### src/rtl/data_table_arbiter_pkg.sv
// Shared types and constants for the data-table arbiter.
// Engine indices and RAM word layout.
package data_table_arbiter_pkg;

  localparam int ENGINES_CNT      = 3;
  localparam int TABLE_ADDR_WIDTH = 8;
  localparam int RAM_LATENCY      = 2;

  typedef logic [$clog2(ENGINES_CNT)-1:0] ht_engine_idx_t;

  localparam ht_engine_idx_t SEARCH_ENG = 0;
  localparam ht_engine_idx_t INSERT_ENG = 1;
  localparam ht_engine_idx_t DELETE_ENG = 2;

  typedef struct packed {
    logic [15:0] key;
    logic [15:0] value;
  } ram_data_t;

endpackage

### src/rtl/data_table_arbiter_if.sv
// Engine-side bus of the data-table arbiter.
// master = engines, slave = arbiter.
interface data_table_arbiter_if
  import data_table_arbiter_pkg::*;
#(
  parameter int N  = ENGINES_CNT,
  parameter int AW = TABLE_ADDR_WIDTH,
  parameter int DW = $bits(ram_data_t)
);

  logic [N-1:0]    req_i;
  logic [N-1:0]    release_i;
  logic [N-1:0]    grant_o;
  logic [N-1:0]    eng_rd_en_i;
  logic [N*AW-1:0] eng_rd_addr_i;
  logic [N-1:0]    eng_wr_en_i;
  logic [N*AW-1:0] eng_wr_addr_i;
  logic [N*DW-1:0] eng_wr_data_i;
  logic [DW-1:0]   eng_rd_data_o;
  logic [N-1:0]    eng_rd_data_val_o;

  modport master (
    output req_i,
    output release_i,
    input  grant_o,
    output eng_rd_en_i,
    output eng_rd_addr_i,
    output eng_wr_en_i,
    output eng_wr_addr_i,
    output eng_wr_data_i,
    input  eng_rd_data_o,
    input  eng_rd_data_val_o
  );

  modport slave (
    input  req_i,
    input  release_i,
    output grant_o,
    input  eng_rd_en_i,
    input  eng_rd_addr_i,
    input  eng_wr_en_i,
    input  eng_wr_addr_i,
    input  eng_wr_data_i,
    output eng_rd_data_o,
    output eng_rd_data_val_o
  );

endinterface

### src/rtl/data_table_arbiter_rr_arbiter.sv
// Combinational round-robin pick.
// Searches from the index after last_i, wrapping.
module data_table_arbiter_rr_arbiter #(
  parameter int N  = 3,
  parameter int IW = 2
) (
  input  logic [N-1:0]  req_i,
  input  logic [IW-1:0] last_i,
  output logic [N-1:0]  pick_o,
  output logic [IW-1:0] idx_o,
  output logic          any_o
);

  // first requester after last_i wins
  always_comb begin
    int c;
    c      = 0;
    pick_o = '0;
    idx_o  = '0;
    any_o  = 1'b0;
    for (int i = 1; i <= N; i++) begin
      c = (int'(last_i) + i) % N;
      if (!any_o && req_i[c]) begin
        any_o     = 1'b1;
        pick_o[c] = 1'b1;
        idx_o     = IW'(c);
      end
    end
  end

endmodule

### src/rtl/data_table_arbiter.sv
// Data-table RAM arbiter: task-long ownership,
// round-robin grants, tagged read-valid routing.
module data_table_arbiter
  import data_table_arbiter_pkg::*;
#(
  parameter int ENGINES_CNT = data_table_arbiter_pkg::ENGINES_CNT,
  parameter int A_WIDTH     = TABLE_ADDR_WIDTH,
  parameter int D_WIDTH     = $bits(ram_data_t),
  parameter int RAM_LATENCY = data_table_arbiter_pkg::RAM_LATENCY
) (
  input  logic               clk_i,
  input  logic               rst_i,
  data_table_arbiter_if.slave eng,
  output logic               ram_rd_en_o,
  output logic [A_WIDTH-1:0] ram_rd_addr_o,
  output logic               ram_wr_en_o,
  output logic [A_WIDTH-1:0] ram_wr_addr_o,
  output logic [D_WIDTH-1:0] ram_wr_data_o,
  input  logic [D_WIDTH-1:0] ram_rd_data_i,
  output logic               err_o
);

  localparam int IW = (ENGINES_CNT > 1) ? $clog2(ENGINES_CNT) : 1;
  localparam int CW = $clog2(RAM_LATENCY + 1);

  localparam logic [1:0] IDLE_S  = 2'd0;
  localparam logic [1:0] GRANT_S = 2'd1;
  localparam logic [1:0] DRAIN_S = 2'd2;

  logic [1:0]             state_q;
  logic [ENGINES_CNT-1:0] grant_q;
  logic [IW-1:0]          owner_q;
  logic [IW-1:0]          rr_last_q;
  logic                   err_q;
  logic [RAM_LATENCY-1:0] pipe_val_q;
  logic [IW-1:0]          pipe_idx_q [RAM_LATENCY];
  logic [CW-1:0]          inflight_q;
  logic [CW-1:0]          inflight_d;

  logic [ENGINES_CNT-1:0] pick;
  logic [IW-1:0]          pick_idx;
  logic                   pick_any;
  logic                   owned;
  logic                   rd_issue;
  logic                   rd_ret;
  logic                   release_own;
  logic                   stray;
  logic [ENGINES_CNT-1:0] val_vec;

  data_table_arbiter_rr_arbiter #(
    .N  (ENGINES_CNT),
    .IW (IW)
  ) u_rr (
    .req_i  (eng.req_i),
    .last_i (rr_last_q),
    .pick_o (pick),
    .idx_o  (pick_idx),
    .any_o  (pick_any)
  );

  assign owned       = (state_q == GRANT_S);
  assign rd_issue    = owned & eng.eng_rd_en_i[owner_q];
  assign release_own = owned & eng.release_i[owner_q];
  assign rd_ret      = pipe_val_q[RAM_LATENCY-1];
  assign stray       = |((eng.eng_rd_en_i | eng.eng_wr_en_i) & ~grant_q);
  assign inflight_d  = inflight_q + CW'(rd_issue) - CW'(rd_ret);

  assign ram_rd_en_o   = rd_issue;
  assign ram_rd_addr_o = eng.eng_rd_addr_i[owner_q*A_WIDTH +: A_WIDTH];
  assign ram_wr_en_o   = owned & eng.eng_wr_en_i[owner_q];
  assign ram_wr_addr_o = eng.eng_wr_addr_i[owner_q*A_WIDTH +: A_WIDTH];
  assign ram_wr_data_o = eng.eng_wr_data_i[owner_q*D_WIDTH +: D_WIDTH];

  assign eng.grant_o           = grant_q;
  assign eng.eng_rd_data_o     = ram_rd_data_i;
  assign eng.eng_rd_data_val_o = val_vec;
  assign err_o                 = err_q;

  // route the returning valid to the engine tagged at issue
  always_comb begin
    val_vec = '0;
    val_vec[pipe_idx_q[RAM_LATENCY-1]] = rd_ret;
  end

  // ownership FSM; grants only leave IDLE_S
  always_ff @(posedge clk_i) begin
    if (rst_i) begin
      state_q   <= IDLE_S;
      grant_q   <= '0;
      owner_q   <= '0;
      rr_last_q <= IW'(ENGINES_CNT - 1);
    end else begin
      unique case (state_q)
        IDLE_S: begin
          if (pick_any) begin
            grant_q   <= pick;
            owner_q   <= pick_idx;
            rr_last_q <= pick_idx;
            state_q   <= GRANT_S;
          end
        end
        GRANT_S: begin
          if (release_own) begin
            grant_q <= '0;
            state_q <= (inflight_d != '0) ? DRAIN_S : IDLE_S;
          end
        end
        DRAIN_S: begin
          if (inflight_d == '0) state_q <= IDLE_S;
        end
        default: state_q <= IDLE_S;
      endcase
    end
  end

  // read tag pipeline and in-flight count
  always_ff @(posedge clk_i) begin
    if (rst_i) begin
      pipe_val_q <= '0;
      inflight_q <= '0;
      for (int i = 0; i < RAM_LATENCY; i++) pipe_idx_q[i] <= '0;
    end else begin
      pipe_val_q[0] <= rd_issue;
      pipe_idx_q[0] <= owner_q;
      for (int i = 1; i < RAM_LATENCY; i++) begin
        pipe_val_q[i] <= pipe_val_q[i-1];
        pipe_idx_q[i] <= pipe_idx_q[i-1];
      end
      inflight_q <= inflight_d;
    end
  end

  // sticky flag for any access by a non-owner
  always_ff @(posedge clk_i) begin
    if (rst_i)      err_q <= 1'b0;
    else if (stray) err_q <= 1'b1;
  end

endmodule

### src/flat_wrapper.sv
// flat-port wrapper written by rule: the top's interface ports become plain ports
module data_table_arbiter_flat import data_table_arbiter_pkg::*;
#(
  parameter int ENGINES_CNT = data_table_arbiter_pkg::ENGINES_CNT,
  parameter int A_WIDTH     = TABLE_ADDR_WIDTH,
  parameter int D_WIDTH     = $bits(ram_data_t),
  parameter int RAM_LATENCY = data_table_arbiter_pkg::RAM_LATENCY
)
  (clk_i, rst_i, ram_rd_en_o, ram_rd_addr_o, ram_wr_en_o, ram_wr_addr_o, ram_wr_data_o, ram_rd_data_i, err_o, eng_req_i, eng_release_i, eng_grant_o, eng_eng_rd_en_i, eng_eng_rd_addr_i, eng_eng_wr_en_i, eng_eng_wr_addr_i, eng_eng_wr_data_i, eng_eng_rd_data_o, eng_eng_rd_data_val_o);
  data_table_arbiter_if eng_i ();
  input  logic clk_i;
  input  logic rst_i;
  output logic ram_rd_en_o;
  output logic [A_WIDTH-1:0] ram_rd_addr_o;
  output logic ram_wr_en_o;
  output logic [A_WIDTH-1:0] ram_wr_addr_o;
  output logic [D_WIDTH-1:0] ram_wr_data_o;
  input  logic [D_WIDTH-1:0] ram_rd_data_i;
  output logic err_o;
  input wire logic [$bits(eng_i.req_i)-1:0] eng_req_i;
  input wire logic [$bits(eng_i.release_i)-1:0] eng_release_i;
  output wire logic [$bits(eng_i.grant_o)-1:0] eng_grant_o;
  input wire logic [$bits(eng_i.eng_rd_en_i)-1:0] eng_eng_rd_en_i;
  input wire logic [$bits(eng_i.eng_rd_addr_i)-1:0] eng_eng_rd_addr_i;
  input wire logic [$bits(eng_i.eng_wr_en_i)-1:0] eng_eng_wr_en_i;
  input wire logic [$bits(eng_i.eng_wr_addr_i)-1:0] eng_eng_wr_addr_i;
  input wire logic [$bits(eng_i.eng_wr_data_i)-1:0] eng_eng_wr_data_i;
  output wire logic [$bits(eng_i.eng_rd_data_o)-1:0] eng_eng_rd_data_o;
  output wire logic [$bits(eng_i.eng_rd_data_val_o)-1:0] eng_eng_rd_data_val_o;
  assign eng_i.req_i = eng_req_i;
  assign eng_i.release_i = eng_release_i;
  assign eng_grant_o = eng_i.grant_o;
  assign eng_i.eng_rd_en_i = eng_eng_rd_en_i;
  assign eng_i.eng_rd_addr_i = eng_eng_rd_addr_i;
  assign eng_i.eng_wr_en_i = eng_eng_wr_en_i;
  assign eng_i.eng_wr_addr_i = eng_eng_wr_addr_i;
  assign eng_i.eng_wr_data_i = eng_eng_wr_data_i;
  assign eng_eng_rd_data_o = eng_i.eng_rd_data_o;
  assign eng_eng_rd_data_val_o = eng_i.eng_rd_data_val_o;
  data_table_arbiter #(.ENGINES_CNT(ENGINES_CNT), .A_WIDTH(A_WIDTH), .D_WIDTH(D_WIDTH), .RAM_LATENCY(RAM_LATENCY)) u_core (.clk_i(clk_i), .rst_i(rst_i), .eng(eng_i), .ram_rd_en_o(ram_rd_en_o), .ram_rd_addr_o(ram_rd_addr_o), .ram_wr_en_o(ram_wr_en_o), .ram_wr_addr_o(ram_wr_addr_o), .ram_wr_data_o(ram_wr_data_o), .ram_rd_data_i(ram_rd_data_i), .err_o(err_o));
endmodule
### config.mk
export PLATFORM = sky130hd
export DESIGN_NAME = data_table_arbiter_flat
export DESIGN_NICKNAME = d
export VERILOG_FILES = /design/src/rtl/data_table_arbiter_pkg.sv /design/src/rtl/data_table_arbiter_if.sv /design/src/rtl/data_table_arbiter_rr_arbiter.sv /design/src/rtl/data_table_arbiter.sv /design/src/flat_wrapper.sv
export SDC_FILE = /design/constraint.sdc
export NUM_CORES = 1
export LEC_CHECK = 0
export BUFFER_PORTS_ARGS = -buffer_cell sky130_fd_sc_hd__buf_2
export CAP_MARGIN = 20
export CORE_AREA = 4 4 107 109
export DETAILED_ROUTE_END_ITERATION = 8
export DIE_AREA = 0 0 111 113
export PLACE_DENSITY = 0.54
export SLEW_MARGIN = 10
export SYNTH_ARGS = -nofsm -noshare
export SYNTH_HDL_FRONTEND = slang
export SYNTH_SLANG_ARGS = --single-unit
### constraint.sdc
create_clock -name clk_i -period 3.3 [get_ports clk_i]
set_input_delay 0.165 -clock clk_i [delete_from_list [all_inputs] [get_ports clk_i]]
set_output_delay 0.165 -clock clk_i [all_outputs]
set_load 0.005 [all_outputs]
=== Word-level counts from Yosys, hierarchy flattened ===
Memory sizes are Yosys's and may differ from the RTL's.
Index checks and enable logic that the tools add are counted.

* Input bits: 190
* RAM bits: 4
* Flip-flop bits (word level): 14
* Output and inout bits: 89
* Memories kept: 1

{| class="wikitable"
|+ Memory list
! name !! depth !! width !! rd ports !! clocked after Yosys merged registers in !! wr ports !! line !! source
|-
| u_core.pipe_idx_q || 2 || 2 || 2 || 0 || 2 || data_table_arbiter.sv:36 || <nowiki>logic [IW-1:0] pipe_idx_q [RAM_LATENCY];</nowiki>
|}

* Reduce and logical (&&, ||, !) cells: 16
* Bitwise gates (word level): 11
* Order comparisons: 9
* Add/subtract/negate cells: 5
* Divide/modulo/power cells: 3
* Eq/ne operators: 5
* Shift operators: 3
* Mux-type cells: 45

{| class="wikitable"
|+ Operators by type and width
! cell !! number
|-
| $ge 32x1->1 const B || 3
|-
| $lt 32x4->1 const B || 3
|-
| $mod 32x3->32 const B || 3
|-
| $shiftx 96x8->32 || 1
|-
| $shiftx 24x6->8 || 2
|-
| $mux 1 || 19
|-
| $mux 2 || 9
|-
| $mux 3 || 5
|-
| $bmux 1 s2 || 6
|-
| $or 3x3->3 || 3
|-
| $demux 1 s2 || 4
|-
| $add 2x2->3 const B || 2
|-
| $and 3x3->3 || 2
|-
| $logic_and 1x1->1 || 6
|-
| $lt 2x3->1 const B || 2
|-
| $pmux 2 s3 || 1
|-
| $pmux 3 s2 || 1
|-
| $reduce_and 3->1 || 2
|-
| $logic_not 2->1 || 2
|-
| $ne 2x1->1 const B || 2
|-
| $reduce_bool 2->1 || 2
|-
| $add 2x1->3 const B || 1
|-
| $and 1x1->1 || 3
|-
| $not 3->3 || 1
|-
| other kinds (10) || 12
|}

=== Depth between registers and ports, before layout ===
* Word-level depth: 14
* Depth in mapped cells: 13

=== Cells and area by module ===
From an unflattened synthesis, not the netlist that was laid out.

* Cells, all modules: 318
* Area total of the unflattened synthesis: 2336.0 µm²

{| class="wikitable"
|+ By module, submodules not included
! module !! instances !! cells an instance !! area each (µm²)
|-
| data_table_arbiter || 1 || 278 || 2054.5
|-
| data_table_arbiter_rr_arbiter || 1 || 40 || 281.5
|}

=== Least setup slack after synthesis ===
OpenSTA, ideal clock, no wires.

* Path kind: register -> register
* Start: reg u_core.rr_last_q[0]
* End: reg u_core.grant_q[0] (netlist: u_core.eng.grant_o[0])
* Data arrival time: 2.346 ns
* Stages on the path, launching flop included: 11
* Setup slack: 0.884 ns
* Period minus slack after synthesis: 2.416 ns
* Cell sequence: dfxtp_1 clkbuf_1 buf_2 inv_1 ha_1 buf_2 mux2_2 a32oi_4 nand2_1 o311a_1 o2bb2ai_1

* Word-level cells in the longest chain between the ends: 14
* Elaborated cells on any way between the ends: 46
* Those cells by class: add/sub (3); div (3); order compare (6); eq/ne (1); mux (23); bitwise (2); reduce/logical (8)

{| class="wikitable"
|+ RTL lines
! item !! line !! source
|-
| from (decl) || data_table_arbiter.sv:33 || <nowiki>logic [IW-1:0] rr_last_q;</nowiki>
|-
| from (signal assigned) || data_table_arbiter.sv:91 || <nowiki>rr_last_q <= IW'(ENGINES_CNT - 1);</nowiki>
|-
| from (signal assigned) || data_table_arbiter.sv:98 || <nowiki>rr_last_q <= pick_idx;</nowiki>
|-
| branches (longest 14 deep; another with $mod 32x3->32) || - ||
|-
| to (signal assigned) || data_table_arbiter.sv:96 || <nowiki>grant_q <= pick;</nowiki>
|-
| to (decl) || data_table_arbiter.sv:31 || <nowiki>logic [ENGINES_CNT-1:0] grant_q;</nowiki>
|}

Parallel ways; which one is timed is not known. The select of a mux whose other input is x is not followed.
A chain may end at the register's enable or synchronous reset.

=== Worst setup path after layout ===
* Start: reg u_core.owner_q[1]
* End: out ram_wr_addr_o[3]

* Word-level cells in the longest chain between the ends: 1

{| class="wikitable"
|+ RTL lines
! item !! line !! source
|-
| from (decl) || data_table_arbiter.sv:32 || <nowiki>logic [IW-1:0] owner_q;</nowiki>
|-
| from (signal assigned) || data_table_arbiter.sv:97 || <nowiki>owner_q <= pick_idx;</nowiki>
|-
| $shiftx 24x6->8 || data_table_arbiter.sv:71 || <nowiki>assign ram_wr_addr_o = eng.eng_wr_addr_i[owner_q*A_WIDTH +: A_WIDTH];</nowiki>
|-
| to (decl) || flat_wrapper.sv:16 || <nowiki>output logic [A_WIDTH-1:0] ram_wr_addr_o;</nowiki>
|}

No other way between the ends.

==> summary.md <==
| Metric | Value |
|---|---|
| Wire per inst | 13.7 um |
| GRT overflow | 0 |
| Port bufs | 214 |
| Count of pins over their slew limit | 0 |
| Post_cts resized | 0 |
| Post-synth EDFFs | 0 |
| Worst min-delay path category | in -> reg |
| Pleak | 1.59 nW |
| Clock transition at the registers of the reported paths | approximately 0.06 ns |
| Crit path to | ram_wr_addr_o[3] |
| Placed cell area | between 3000 and 4000 um^2 |
| Final Cycle Share | between 60 and 70% |
| Most instantiated cells after synthesis | nand2_1, mux2i_1, o21ai_0 |
| Switching Share | a little under half |
| Die ar. | 12,500 um^2 |
| FFs w/ async S/R, synth | 0% |
| Critical register-to-register path startpoint | u_core.rr_last_q[0] |
| RSZ-0062 raised after global routing | false |
| Cell count of the worst hold path | 2 |
| Fin nets | ~680 |
| N_diodes | 0 |
| Yosys warnings | 0 |
| Initial antenna violation count | 1 |
| Largest cells by area after synthesis | mux2i_1, dfxtp_1, o21ai_0 |
| Clock latency on the worst-skew pair | 0.25 ns |
| Final Util | roughly 31% |
| Final Cell Area | 3250 um^2 |
| Seq/Total Area, Yosys | around 15% |
| Vert. Die Dim | ~110 um |
| #FFs+latches synth | 17 |
| Most frequent cell after synthesis | nand2_1 |
| Syn nets | 511 |
| Final setup TNS | 0 ns |
| Fill cells | 1,158 |
| Num ports | roughly 280 |
| End of the worst register-to-register path | u_core.state_q[1] |
| DR vias/cell | between 4 and 5 |
| Post-Syn Instances | between 300 and 400 |
| 1st-iter DRT viols | between 100 and 150 |
| Mapped cell area | around 2300 um^2 |
| Final hold vios | 0 |
| CORE AREA | approximately 11,000 um^2 |
| Max-cap violation count | 0 |
| Slew margin rel. | around two thirds |
| Worst-Margin Slew | approximately 0.53 ns |
| TritonCTS clock tree | yes |
| Clock buffer depth | 2 |
| Critical Path AT | around 2.1 ns |
| Area leader, netlist | mux2i_1 |
| CTS root buffer | clkbuf_8 |
| Register area | 345 um^2 |
| R2R setup slack | about 1.0 ns |
| Tmin final | 2.29 ns |
| Path depth of the worst reg2reg path | 11 |
| Clock sink total | 17 |
| Layout area overhead | 43.6% |
| Clock share of power | 8.3% |
| Routability cong. | ~0.84 |
| Hold Buf Count CTS | 0 |
| Vias | 2,742 |
| Vias in the first global route | between 2,000 and 3,000 |
| DP Wirelength | a little over 7 mm |
| DRT Pass-1 Iters | 4 |
| Crit. End Element | output pin |
| Peak VDD IR | 0.000307 V |
| Core Rows | 38 |
| Crit path from | u_core.owner_q[1] |
| Die Wd | 111 um |
| Int Pwr | between 0.9 and 1 mW |
| Overall Global Routing Usage | 12.4% |
| Startpoint Class | register |
| Area occupied by multi-input gates | approximately 1600 um^2 |
| DRC | 0 |
| Routed WL | approximately 8.5 mm |
| First-pass GRT wire length | roughly 13 mm |
| Layout cells sized above 1 | between 40% and 50% |
| Worst endpoint required time | 3.13 ns |
| Outcome | completed |
| WS Path Type | reg -> out |
| F_max | 437 MHz |
| Mapped Avg Cell Area | slightly above 7 um^2 |
| Largest net degree at the start of global routing | 51 |
| Main synth FF type | dfxtp_1 |
| Critical path peak fanout | 50 |
| Power per Cell Area | ~570 nW/um^2 |
| Sequential Power Share | a little under a fifth |
| DRT antenna net count | 0 |
| Sw power | ~0.87 mW |
| Yosys top cell area share | 23.9% |
| Total number of H-tree levels | 1 |
| TritonCTS Buffers | 3 |
| Worst Skew | about 0.0023 ns |
| Post CTS Setup Buffer Count | 0 |
| Initial Util | 21.4% |
| Final setup vio count | 0 |
| Comb pwr share | 73.5% |
| Count of cell types in the netlist | approximately 40 |
## how the worst min path moves through the flow
stage                           from  slack (ns)                 endpoint
floorplan                      rst_i        0.31      u_core.rr_last_q[1]
global placement    ram_rd_data_i[0]        0.33     eng_eng_rd_data_o[0]
detailed placement  ram_rd_data_i[0]        0.33     eng_eng_rd_data_o[0]
CTS                            rst_i        0.26             u_core.err_o
global route                   rst_i        0.27  u_core.pipe_idx_q[0][3]
finish                         rst_i        0.26      u_core.rr_last_q[0]
## cells by family after synthesis
family	Yosys count	share of synthesized area, %
multiplexers	55	24.4
flip-flops	17	15.0
AND/OR/NAND/NOR	99	19.4
buffers and inverters	62	16.4
AO/OA/AOI/OAI	74	20.7
adder cells (fa/ha/maj)	6	3.31
XOR/XNOR	2	0.774
## cell type report
class,count,area share (%)
sequential,17,10.6
clock buffer,4,1.38
tap,140,5.38
inverter,7,0.808
timing repair buffer,218,33.8
multi-input combinational,236,48.0
## registers in the layout, indices dropped and copies added (netlist names)
register / flops
u_core.pipe_idx_q: 4
u_core.err_o: 1
u_core.rr_last_q: 2
u_core.eng.grant_o: 3
u_core.inflight_q: 2
u_core.owner_q: 1
u_core.pipe_val_q: 2
u_core.state_q: 2
## through the flow
step / instances / worst slack, ns / hold WS [ns] / total power, mW
3_3_place_gp: 618 / 1.04 / 0.330 / 1.70
6_report: 622 / 1.01 / 0.259 / 1.85
5_1_grt: 622 / 0.756 / 0.274 / 2.03
3_5_place_dp: 618 / 0.992 / 0.330 / 1.73
2_1_floorplan: 315 / 0.884 / 0.310 / 1.23
4_1_cts: 622 / 0.960 / 0.255 / 1.88
## per-layer routing
layer  vias to the layer above  share of wire (%)  global-route usage, %  wire [um]
li1                       1394                  -                      -          -
met1                      1202                 41                   15.6       3540
met2                       138                 50                   22.2       4260
met3                         6                8.1                   2.83        689
met4                         2               0.41                   1.64         35
met5                         -               0.15                      0         13
## worst max-delay path, cell delays in order (launching register included)
cell	delay, ns
dfxtp_2	0.66
nor2b_4	0.25
buf_4	0.46
nand2_1	0.10
o21ai_0	0.19
buf_2	0.20
## power groups by stage
stage	Clock [mW]	Sequential [mW]	Combinational (mW)
after floorplan	0	0.302	0.929
after global placement	0	0.342	1.36
after detailed placement	0	0.347	1.38
after CTS	0.157	0.342	1.38
after global routing	0.164	0.355	1.51
final	0.153	0.338	1.36
## cell usage in the layout, fill, tap and decap left out, types with 2 or more instances in the layout
master and count:
buf_2 214, nand2_1 55, mux2i_1 54, o21ai_0 53, nor2_1 22, dfxtp_1 15
inv_1 7, ha_1 6, a21oi_1 5, nor2b_1 5, buf_4 4, and3b_1 3
nand3_1 3, clkbuf_8 3, a32o_1 2, o2bb2ai_1 2, xnor2_1 2
(Power assumes the default switching activity.)
